## src/rtl/equiv_checker_hold_timer.sv

```systemverilog
// Hold-window timer: counts 0..HOLD-1 while enabled and flags the last cycle.
module hold_timer #(
   parameter int HOLD = 10
) (
   input  logic clk,
   input  logic rst_n,
   input  logic clear,
   input  logic enable,
   output logic tick
);

   localparam int            CW   = (HOLD > 1) ? $clog2(HOLD) : 1;
   localparam logic [CW-1:0] LAST = CW'(HOLD - 1);

   logic [CW-1:0] count_r;

   // Hold counter: cleared outside a run, wraps after the last cycle of each window.
   always_ff @(posedge clk or negedge rst_n) begin
      if (!rst_n) begin
         count_r <= '0;
      end else if (clear) begin
         count_r <= '0;
      end else if (enable) begin
         if (count_r == LAST) begin
            count_r <= '0;
         end else begin
            count_r <= count_r + CW'(1);
         end
      end else begin
         count_r <= count_r;
      end
   end

   assign tick = (count_r == LAST);

endmodule

```

## config.mk

```make
export PLATFORM = sky130hd
export DESIGN_NAME = hold_timer
export DESIGN_NICKNAME = d
export VERILOG_FILES = /design/src/rtl/equiv_checker_hold_timer.sv
export SDC_FILE = /design/constraint.sdc
export NUM_CORES = 1
export LEC_CHECK = 0
export BUFFER_PORTS_ARGS = -buffer_cell sky130_fd_sc_hd__buf_2
export CELL_PAD_IN_SITES_DETAIL_PLACEMENT = 0
export CELL_PAD_IN_SITES_GLOBAL_PLACEMENT = 1
export CORE_AREA = 3 3 40 42
export CTS_CLUSTER_DIAMETER = 50
export DETAILED_ROUTE_END_ITERATION = 10
export DIE_AREA = 0 0 43 45
export PLACE_DENSITY = 0.39
export SETUP_SLACK_MARGIN = 0.2
export SLEW_MARGIN = 40
export SYNTH_ARGS = -nofsm -noshare
export SYNTH_HDL_FRONTEND = slang
export SYNTH_SLANG_ARGS = --single-unit
```

## constraint.sdc

```tcl
create_clock -name clk -period 2 [get_ports clk]
set_clock_uncertainty 0.2 [all_clocks]
set_input_delay 0.3 -clock clk [delete_from_list [all_inputs] [get_ports clk]]
set_output_delay 0.3 -clock clk [all_outputs]
set_load 0.05 [all_outputs]
```

==> impl_metrics.json, run 1 <==
{
  "worstRegToRegCells": 5,
  "cts-root-buf": "clkbuf_4",
  "drt-wirelength-per-cell_um": 10.5,
  "yosysTopAreaCellShare_pct": 41.2,
  "place.gp.congestion": 0.679,
  "yosys.area.top_type": "dfrtp_1",
  "synth_seq_cells": 4,
  "grt_pass1_vias": 232,
  "final.setup.tns_ns": 0,
  "largestRegisters": "count_r x4",
  "wl_met2_um": 250,
  "synth-simple-area-share_pct": 28.4,
  "total_leakage_power_nw": 0.153,
  "hold_violations": 0,
  "max_freq_ghz": 0.571,
  "postRouteAntennaNets": 0,
  "nets": 44,
  "synth_ff_type": "dfrtp_1",
  "final_layout_size_suffix_gt1_share_pct": 33.3,
  "p_per_area_mw_per_mm2": 629,
  "drtIter0Drc": 1,
  "hold_slack_ns": 0.0763,
  "synthArstFlopShare_pct": 100,
  "yosysWarningCount": 0,
  "synthCells": 26,
  "dr.pass1.iters": 3,
  "die_w_um": 43,
  "min_period_ns": 1.75,
  "track_usage_pct": 7.34,
  "pre_cts_ws_ns": 0.403,
  "holdPathStages": 2,
  "worstSetupStartpointType": "register",
  "cap_violations": 0,
  "avgSynthCellArea_um2": 9.34,
  "yosysSeqAreaShare_pct": 41.2,
  "ir_worst_vdd_v": 0.000205,
  "clk_pin_slew_worst_paths_ns": 0.04,
  "die_area_mm2": 0.00194,
  "endpoint_kind": "output pin",
  "dr.max_layer_used": "met4",
  "cts_tree": "built",
  "fp.dieH_um": 45,
  "status": "completed",
  "syn2layout_area_growth_pct": 39.7,
  "synth_compound_area_share_pct": 17.0,
  "diodes": 0,
  "cts_made_buffers": 3,
  "dp_hpwl_um": 396,
  "grt-ovfl-total": 0,
  "slew_violations": 0,
  "wl_um": 533,
  "grt_max_degree": 8,
  "muxShareOfSynthArea_pct": 0,
  "clkSinkCount": 4,
  "io_buffers": 4,
  "wl_met3_um": 22,
  "num_vias": 219,
  "timing.final.crit_share_pct": 87.6,
  "clk-insertion-delay-late_ns": 0.24,
  "path_max_fanout": 4,
  "largest_reg_flops": 4,
  "drc": 0,
  "critPathKind": "reg2out",
  "io_pins": 5,
  "core_area_mm2": 0.00128,
  "syn-cell-area_um2": 243,
  "required_ns": 1.50,
  "cp.arrival_ns": 1.25,
  "holdCritPathClass": "in2reg",
  "synth_top_family_by_area": "simple AND/OR/NAND/NOR gates",
  "synthAdderAreaFrac_pct": 10.3,
  "setup_viol": 0,
  "grt_pass1_wl_um": 931,
  "antenna_found_initial": 0,
  "yosys.area_share.xor_xnor_pct": 0,
  "met1_length_um": 225,
  "top_register": "count_r",
  "setup_slack_ns": 0.248,
  "synth_area_leaders": "dfrtp_1 41%, ha_1 10%, nand3b_1 9.3%",
  "htreeDepth": 1,
  "cts.path.max_buffers": 2,
  "rsz0062_at_grt": "true",
  "synthTopCellsByCount": "4 x dfrtp_1, 4 x nand2_1, 3 x a21oi_1, 3 x nand3b_1",
  "avgViaCountPerCell": 4.29,
  "tightest_slew_ns": 0.161,
  "ys_types": 12,
  "initial_core_util_pct": 18.9,
  "slew-limit-headroom_pct": 89.1,
  "synth_edf_count": 0,
  "placementRows": 13,
  "syn_nets": 32
}
==> routing by layer <==
layer  global-route usage [%]  vias up
li1                         -      110
met1                     7.51       98
met2                     10.8        7
met3                     1.20        4
met4                     10.8        0
met5                        0        -
==> cells in the final DEF (no fill, tap or decap), drive strengths merged <==
cell / n
a21boi: 1
a21oi: 4
and4b: 1
buf: 6
clkbuf: 3
dfrtp: 4
dlygate4sd3: 1
ha: 2
inv: 2
nand2: 4
nand2b: 2
nand3b: 3
o21ai: 2
or3b: 1
==> metrics by stage <==
step / utilization [%] / cells / area, µm² / power [W]
2_1_floorplan: - / 26 / 243 / 0.0000974
3_3_place_gp: 21.9 / 45 / 282 / 0.000107
3_5_place_dp: 21.9 / 45 / 282 / 0.000107
4_1_cts: 24.9 / 49 / 320 / 0.000217
5_1_grt: 26.4 / 51 / 339 / 0.000226
6_report: 26.4 / 51 / 339 / 0.000213
==> worst paths after layout <==
| check | startpoint | endpoint | slack (ns) |
|---|---|---|---|
| setup / recovery | count_r[1] | tick | 0.25 |
| hold / removal | clear | count_r[2] | 0.08 |
| setup reg to reg | count_r[0] | count_r[2] | 0.45 |
| hold reg to reg | count_r[1] | count_r[1] | 0.37 |
| max in group asynchronous | rst_n | count_r[0] | 1.25 |
| min in group asynchronous | rst_n | count_r[2] | 0.21 |
==> logic make-up (layout without fill, tap and decap cells) <==
logic type	Yosys count	count (layout)
compound gates	7	7
buf+inv	2	12
flops	4	4
fa+ha+maj	2	2
simple gates	11	11
==> area by class of cell <==
type                            count  area, µm²
Fill cell                         149        946
Multi-Input combinational cell     20        138
Sequential cell                     4        101
Timing Repair Buffer                7       51.3
Clock buffer                        3       22.5
Tap cell                           15       18.8
Inverter                            2       7.51
==> timing repair <==
action                                  4_1_cts  5_1_grt
endpoints found under the setup margin        1        1
gates resized for setup                       2        2
hold endpoints to repair                      4        0
pin swaps                                     0        0
hold buffers                                  1        0
setup buffers                                 0        2
==> power by group <==
part	internal (W)	switching [W]	total, W
Clock	0.0000672	0.0000346	0.000102
Sequential	0.0000846	0.00000365	0.0000882
Combinational	0.0000130	0.0000102	0.0000232
==> worst max-delay path, cell delays in order, from the launching register on <==
cell,delay [ns]
dfrtp_1,0.39
inv_1,0.07
ha_2,0.17
nand3b_1,0.13
inv_1,0.10
buf_6,0.16
Note: power is estimated with default switching activity, not from simulation.
==> run 2: changes to the inputs <==
--- a/config.mk
+++ b/config.mk
@@ -8,10 +8,10 @@
 export BUFFER_PORTS_ARGS = -buffer_cell sky130_fd_sc_hd__buf_2
 export CELL_PAD_IN_SITES_DETAIL_PLACEMENT = 0
 export CELL_PAD_IN_SITES_GLOBAL_PLACEMENT = 1
-export CORE_AREA = 3 3 40 42
+export CORE_AREA = 2 2 39 41
 export CTS_CLUSTER_DIAMETER = 50
 export DETAILED_ROUTE_END_ITERATION = 10
-export DIE_AREA = 0 0 43 45
+export DIE_AREA = 0 0 41 43
 export PLACE_DENSITY = 0.39
 export SETUP_SLACK_MARGIN = 0.2
 export SLEW_MARGIN = 40
==> impl_metrics.json, run 2 (same netlist as run 1, synthesis figures left out) <==
{
  "status": "completed",
  "min_period_ns": 1.72,
  "die_w_um": 41,
  "slowest_stage": "dfrtp_1",
  "diodes": 0,
  "pwr-share-clk_pct": 46.1,
  "cts-root-buf": "clkbuf_4",
  "setup_viol": 0,
  "htreeDepth": 1,
  "syn2layout_area_growth_pct": 37.1,
  "wl_um": 468,
  "p_int_w": 0.000163,
  "drc": 0,
  "critPathKind": "reg2out",
  "clkSinkCount": 4,
  "cp.arrival_ns": 1.22,
  "tightest_slew_ns": 0.139,
  "cts_made_buffers": 3,
  "final_layout_size_suffix_gt1_share_pct": 31.4,
  "core_area_mm2": 0.00138,
  "place.gp.congestion": 0.713,
  "io_buffers": 4,
  "die_area_mm2": 0.00176,
  "clk_pin_slew_worst_paths_ns": 0.03,
  "num_vias": 211,
  "timing.final.crit_share_pct": 86.1,
  "cts.path.max_buffers": 2,
  "power_frac_comb_pct": 10.7,
  "cts_tree": "built",
  "max_freq_ghz": 0.580,
  "grt_pass1_vias": 208,
  "total_leakage_power_nw": 0.148,
  "startpoint": "count_r[1]",
  "placementRows": 14,
  "largestRegisters": "count_r x4",
  "clk-insertion-delay-late_ns": 0.23,
  "initial_core_util_pct": 17.5,
  "cp_cell_sequence": "inv_1 > ha_2 > nand3b_1 > inv_1 > buf_6",
  "p_per_area_mw_per_mm2": 613,
  "track_usage_pct": 7.65,
  "nets": 43,
  "path_common_cell": "inv_1",
  "cap_violations": 0,
  "worstSetupStartpointType": "register",
  "postRouteAntennaNets": 0,
  "final.setup.tns_ns": 0,
  "grt_pass1_wl_um": 821,
  "multiInputGateArea_um2": 138,
  "fp.dieH_um": 43,
  "required_ns": 1.50,
  "rsz0062_at_grt": "false",
  "grt-ovfl-total": 0,
  "swShare_pct": 20.2,
  "ir_worst_vdd_v": 0.000261,
  "max_stage_delay_ns": 0.38,
  "grt_max_degree": 8,
  "switching_power_w": 0.0000411,
  "holdCritPathClass": "in2reg",
  "fillers": 153,
  "fin_util_pct": 24.1,
  "path_max_fanout": 3,
  "avgViaCountPerCell": 4.14,
  "final_common_cell": "nand2_1",
  "drt-wirelength-per-cell_um": 9.18,
  "worstHoldStart": "clear",
  "drtIter0Drc": 2,
  "io_pins": 5,
  "register_area_um2": 101,
  "top_register": "count_r",
  "dr.pass1.iters": 3,
  "setup_slack_ns": 0.277,
  "slew_violations": 0,
  "antenna_found_initial": 0,
  "largest_reg_flops": 4,
  "p_seq_share_pct": 43.2,
  "endpoint_kind": "output pin",
  "timing.rr.start": "count_r[1]",
  "pre_cts_ws_ns": 0.395,
  "hold_violations": 0,
  "slew-limit-headroom_pct": 90.7
}
## run 2: final timing paths
check / slack (ns) / depth (start not counted) / end
worst max-delay path: 0.28 / 5 / tick
worst min-delay path: 0.07 / 2 / count_r[2]
worst min register to register: 0.37 / 2 / count_r[1]
max in group asynchronous: 1.25 / 2 / count_r[0]
worst max register to register: 0.55 / 5 / count_r[2]
min in group asynchronous: 0.21 / 2 / count_r[3]
## run 2: routing by layer
layer | vias up | global-route usage (%) | share of wire [%]
li1 | 109 | - | -
met1 | 99 | 7.79 | 46
met4 | 0 | 10.0 | 0
met2 | 3 | 9.69 | 53
met3 | 0 | 3.14 | 0.43
met5 | - | 0 | 0
## run 2: power by group through the flow
stage	sequential (W)	clock, W	combinational [W]
final	0.0000881	0.0000940	0.0000218
after global routing	0.0000890	0.000107	0.0000249
after CTS	0.0000884	0.000100	0.0000196
after detailed placement	0.0000893	0	0.0000179
after global placement	0.0000893	0	0.0000178
after floorplan	0.0000882	0	0.00000926
## run 2: critical path: cells and delay by family, from the launching register on
| kind | cells | cell delay [ns] |
|---|---|---|
| DFF | 1 | 0.38 |
| and+or+nand+nor | 1 | 0.12 |
| adders and majority gates | 1 | 0.18 |
| buffers and inverters | 3 | 0.30 |
## run 2: final cells by class
type	instances	share of cell area, %
inverters	2	2.26
flip-flops and latches	4	30.5
multi-input cells	20	41.4
well taps	16	6.02
repair buffers	6	13.2
clock buffers	3	6.77
## run 2: what timing repair did
action | in CTS | in global routing
hold buffers | 1 | 0
endpoints found under the setup margin | 1 | 1
resized for setup | 2 | 2
setup buffers | 0 | 1
hold endpoints to repair | 4 | 0
## run 2: per-stage QoR
step	cells	hold WS [ns]	total power (W)	instance area, µm²
after CTS	50	0.0651	0.000208	322
after global placement	46	-0.0880	0.000107	283
final	51	0.0705	0.000204	333
after detailed placement	46	-0.0889	0.000107	283
after floorplan	26	-0.196	0.0000974	243
after global routing	51	0.0724	0.000221	333
==> run 3: changes to the inputs <==
--- a/config.mk
+++ b/config.mk
@@ -7,12 +7,12 @@
 export LEC_CHECK = 0
 export BUFFER_PORTS_ARGS = -buffer_cell sky130_fd_sc_hd__buf_2
 export CELL_PAD_IN_SITES_DETAIL_PLACEMENT = 0
-export CELL_PAD_IN_SITES_GLOBAL_PLACEMENT = 1
+export CELL_PAD_IN_SITES_GLOBAL_PLACEMENT = 2
 export CORE_AREA = 2 2 39 41
 export CTS_CLUSTER_DIAMETER = 50
 export DETAILED_ROUTE_END_ITERATION = 10
 export DIE_AREA = 0 0 41 43
-export PLACE_DENSITY = 0.39
+export PLACE_DENSITY = 0.6
 export SETUP_SLACK_MARGIN = 0.2
 export SLEW_MARGIN = 40
 export SYNTH_ARGS = -nofsm -noshare
==> constraint.sdc (replaced) <==
create_clock -name clk -period 2 [get_ports clk]
set_clock_uncertainty 0.2 [all_clocks]
set_input_delay 0.4 -clock clk [delete_from_list [all_inputs] [get_ports clk]]
set_output_delay 0.4 -clock clk [all_outputs]
set_load 0.05 [all_outputs]
==> impl_metrics.json, run 3 (same netlist as run 1, synthesis figures left out) <==
{
  "endpoint_kind": "output pin",
  "slew_violations": 0,
  "die_w_um": 41,
  "path_common_cell": "inv_1",
  "final_layout_size_suffix_gt1_share_pct": 40.5,
  "avgViaCountPerCell": 4.40,
  "hold_violations": 0,
  "clk_pin_slew_worst_paths_ns": 0.04,
  "p_per_area_mw_per_mm2": 555,
  "grt-ovfl-total": 0,
  "path_max_fanout": 2,
  "final.setup.tns_ns": 0,
  "hold_path_end": "count_r[2]",
  "min_period_ns": 1.81,
  "tightest_slew_ns": 0.148,
  "final_cell_mix": "8 x buf_4, 4 x nand2_1, 4 x dfrtp_1",
  "setup_slack_ns": 0.195,
  "place.gp.congestion": 0.652,
  "cp_cell_sequence": "inv_1 > ha_2 > nand3b_1 > inv_1 > buf_6",
  "cts_tree": "built",
  "largestRegisters": "count_r x4",
  "antenna_found_initial": 0,
  "postRouteAntennaNets": 0,
  "grt_busiest_layer": "met2",
  "slew-limit-headroom_pct": 90.1,
  "max_freq_ghz": 0.554,
  "clkSinkCount": 4,
  "critPathKind": "reg2out",
  "cp.arrival_ns": 1.21,
  "dr.pass1.iters": 4,
  "nets": 50,
  "worstSetupStartpointType": "register",
  "timing.final.crit_share_pct": 90.3,
  "diodes": 0,
  "timing.rr.start": "count_r[1]",
  "holdCritPathClass": "in2reg",
  "initial_core_util_pct": 17.5,
  "status": "completed",
  "cts.path.max_buffers": 2,
  "cap_violations": 0,
  "drt-wirelength-per-cell_um": 12.2,
  "core_area_mm2": 0.00138,
  "grt_pass1_vias": 274,
  "final_common_cell": "buf_4",
  "met3_usage_pct": 1.57,
  "total_leakage_power_nw": 0.181,
  "reg2reg_to": "count_r[0]",
  "regToRegSetupSlack_ns": 0.27,
  "syn2layout_area_growth_pct": 58.2,
  "die_area_mm2": 0.00176,
  "top_register": "count_r",
  "max_stage_delay_ns": 0.37,
  "num_vias": 255,
  "rsz0062_at_grt": "true",
  "grt_use_met2_pct": 17.8,
  "cts_made_buffers": 3,
  "worstHoldStart": "clear",
  "drc": 0,
  "cts-root-buf": "clkbuf_4",
  "grt_use_met1_pct": 11.1,
  "grt_pass1_wl_um": 1200,
  "htreeDepth": 1,
  "placementRows": 14,
  "required_ns": 1.40,
  "clk-insertion-delay-late_ns": 0.23,
  "ir_worst_vdd_v": 0.000191,
  "slowest_stage": "dfrtp_1",
  "holdPathStages": 2,
  "wl_um": 707,
  "grt_max_degree": 8,
  "setup_viol": 0,
  "io_buffers": 4,
  "largest_reg_flops": 4,
  "io_pins": 5,
  "drtIter0Drc": 4,
  "worstRegToRegCells": 9,
  "pre_cts_ws_ns": 0.278,
  "fp.dieH_um": 43,
  "track_usage_pct": 10.7
}
==> run 3: changes by cell type in the layout (fill, tap and decap cells not counted) <==
cell | previous run | this run
dfrtp_1 | 3 | 4
buf_4 | 1 | 8
dfrtp_2 | 1 | 0
==> run 3: area by class of cell <==
type	count	area [µm²]
Sequential cell	4	100
Tap cell	16	20.0
Fill cell	150	1000
Inverter	2	7.51
Timing Repair Buffer	13	96.3
Multi-Input combinational cell	20	138
Clock buffer	3	22.5
==> run 3: how the worst max path moves through the flow <==
| stage | endpoint | from |
|---|---|---|
| after CTS | tick | count_r[1] |
| after global placement | tick | count_r[1] |
| after global routing | tick | count_r[1] |
| after floorplan | tick | count_r[1] |
| after detailed placement | tick | count_r[1] |
| final | tick | count_r[1] |
==> run 3: what timing repair did <==
| item | 4_1_cts | 5_1_grt |
|---|---|---|
| hold buffers | 1 | 0 |
| setup endpoints to repair | 1 | 3 |
| cloned | 0 | 0 |
| endpoints found under the hold margin | 4 | 0 |
| resized for setup | 3 | 0 |
| setup buffers | 7 | 1 |
==> run 3: report_power, final <==
part / switching (W) / internal (W) / leakage (nW) / total, W
registers: 0.00000239 / 0.0000844 / 0.0545 / 0.0000868
clock network: 0.0000289 / 0.0000668 / 0.0138 / 0.0000957
logic: 0.0000140 / 0.0000165 / 0.113 / 0.0000305
total: 0.0000453 / 0.000168 / 0.181 / 0.000213
==> run 3: routing by layer <==
metal / vias to the layer above / share of wire (%)
met1: 128 / 40
met5: - / 0
met3: 0 / 3.0
met4: 0 / 0
met2: 5 / 57
li1: 122 / -
==> run 3: critical path: cells and delay by family, from the launching register on <==
family	cells	cell delay (ns)
flops	1	0.37
buf+inv	3	0.30
fa+ha+maj	1	0.17
simple gates	1	0.12
==> run 3: stage by stage <==
stage	instance area (µm²)	std cells	total power [W]	hold WS [ns]	utilization [%]
after floorplan	243	26	0.0000974	-0.0956	-
final	384	58	0.000213	0.178	27.8
after CTS	377	57	0.000216	0.176	27.2
after global routing	384	58	0.000229	0.188	27.8
after detailed placement	283	46	0.000107	0.0170	20.4
after global placement	283	46	0.000106	0.0127	20.4
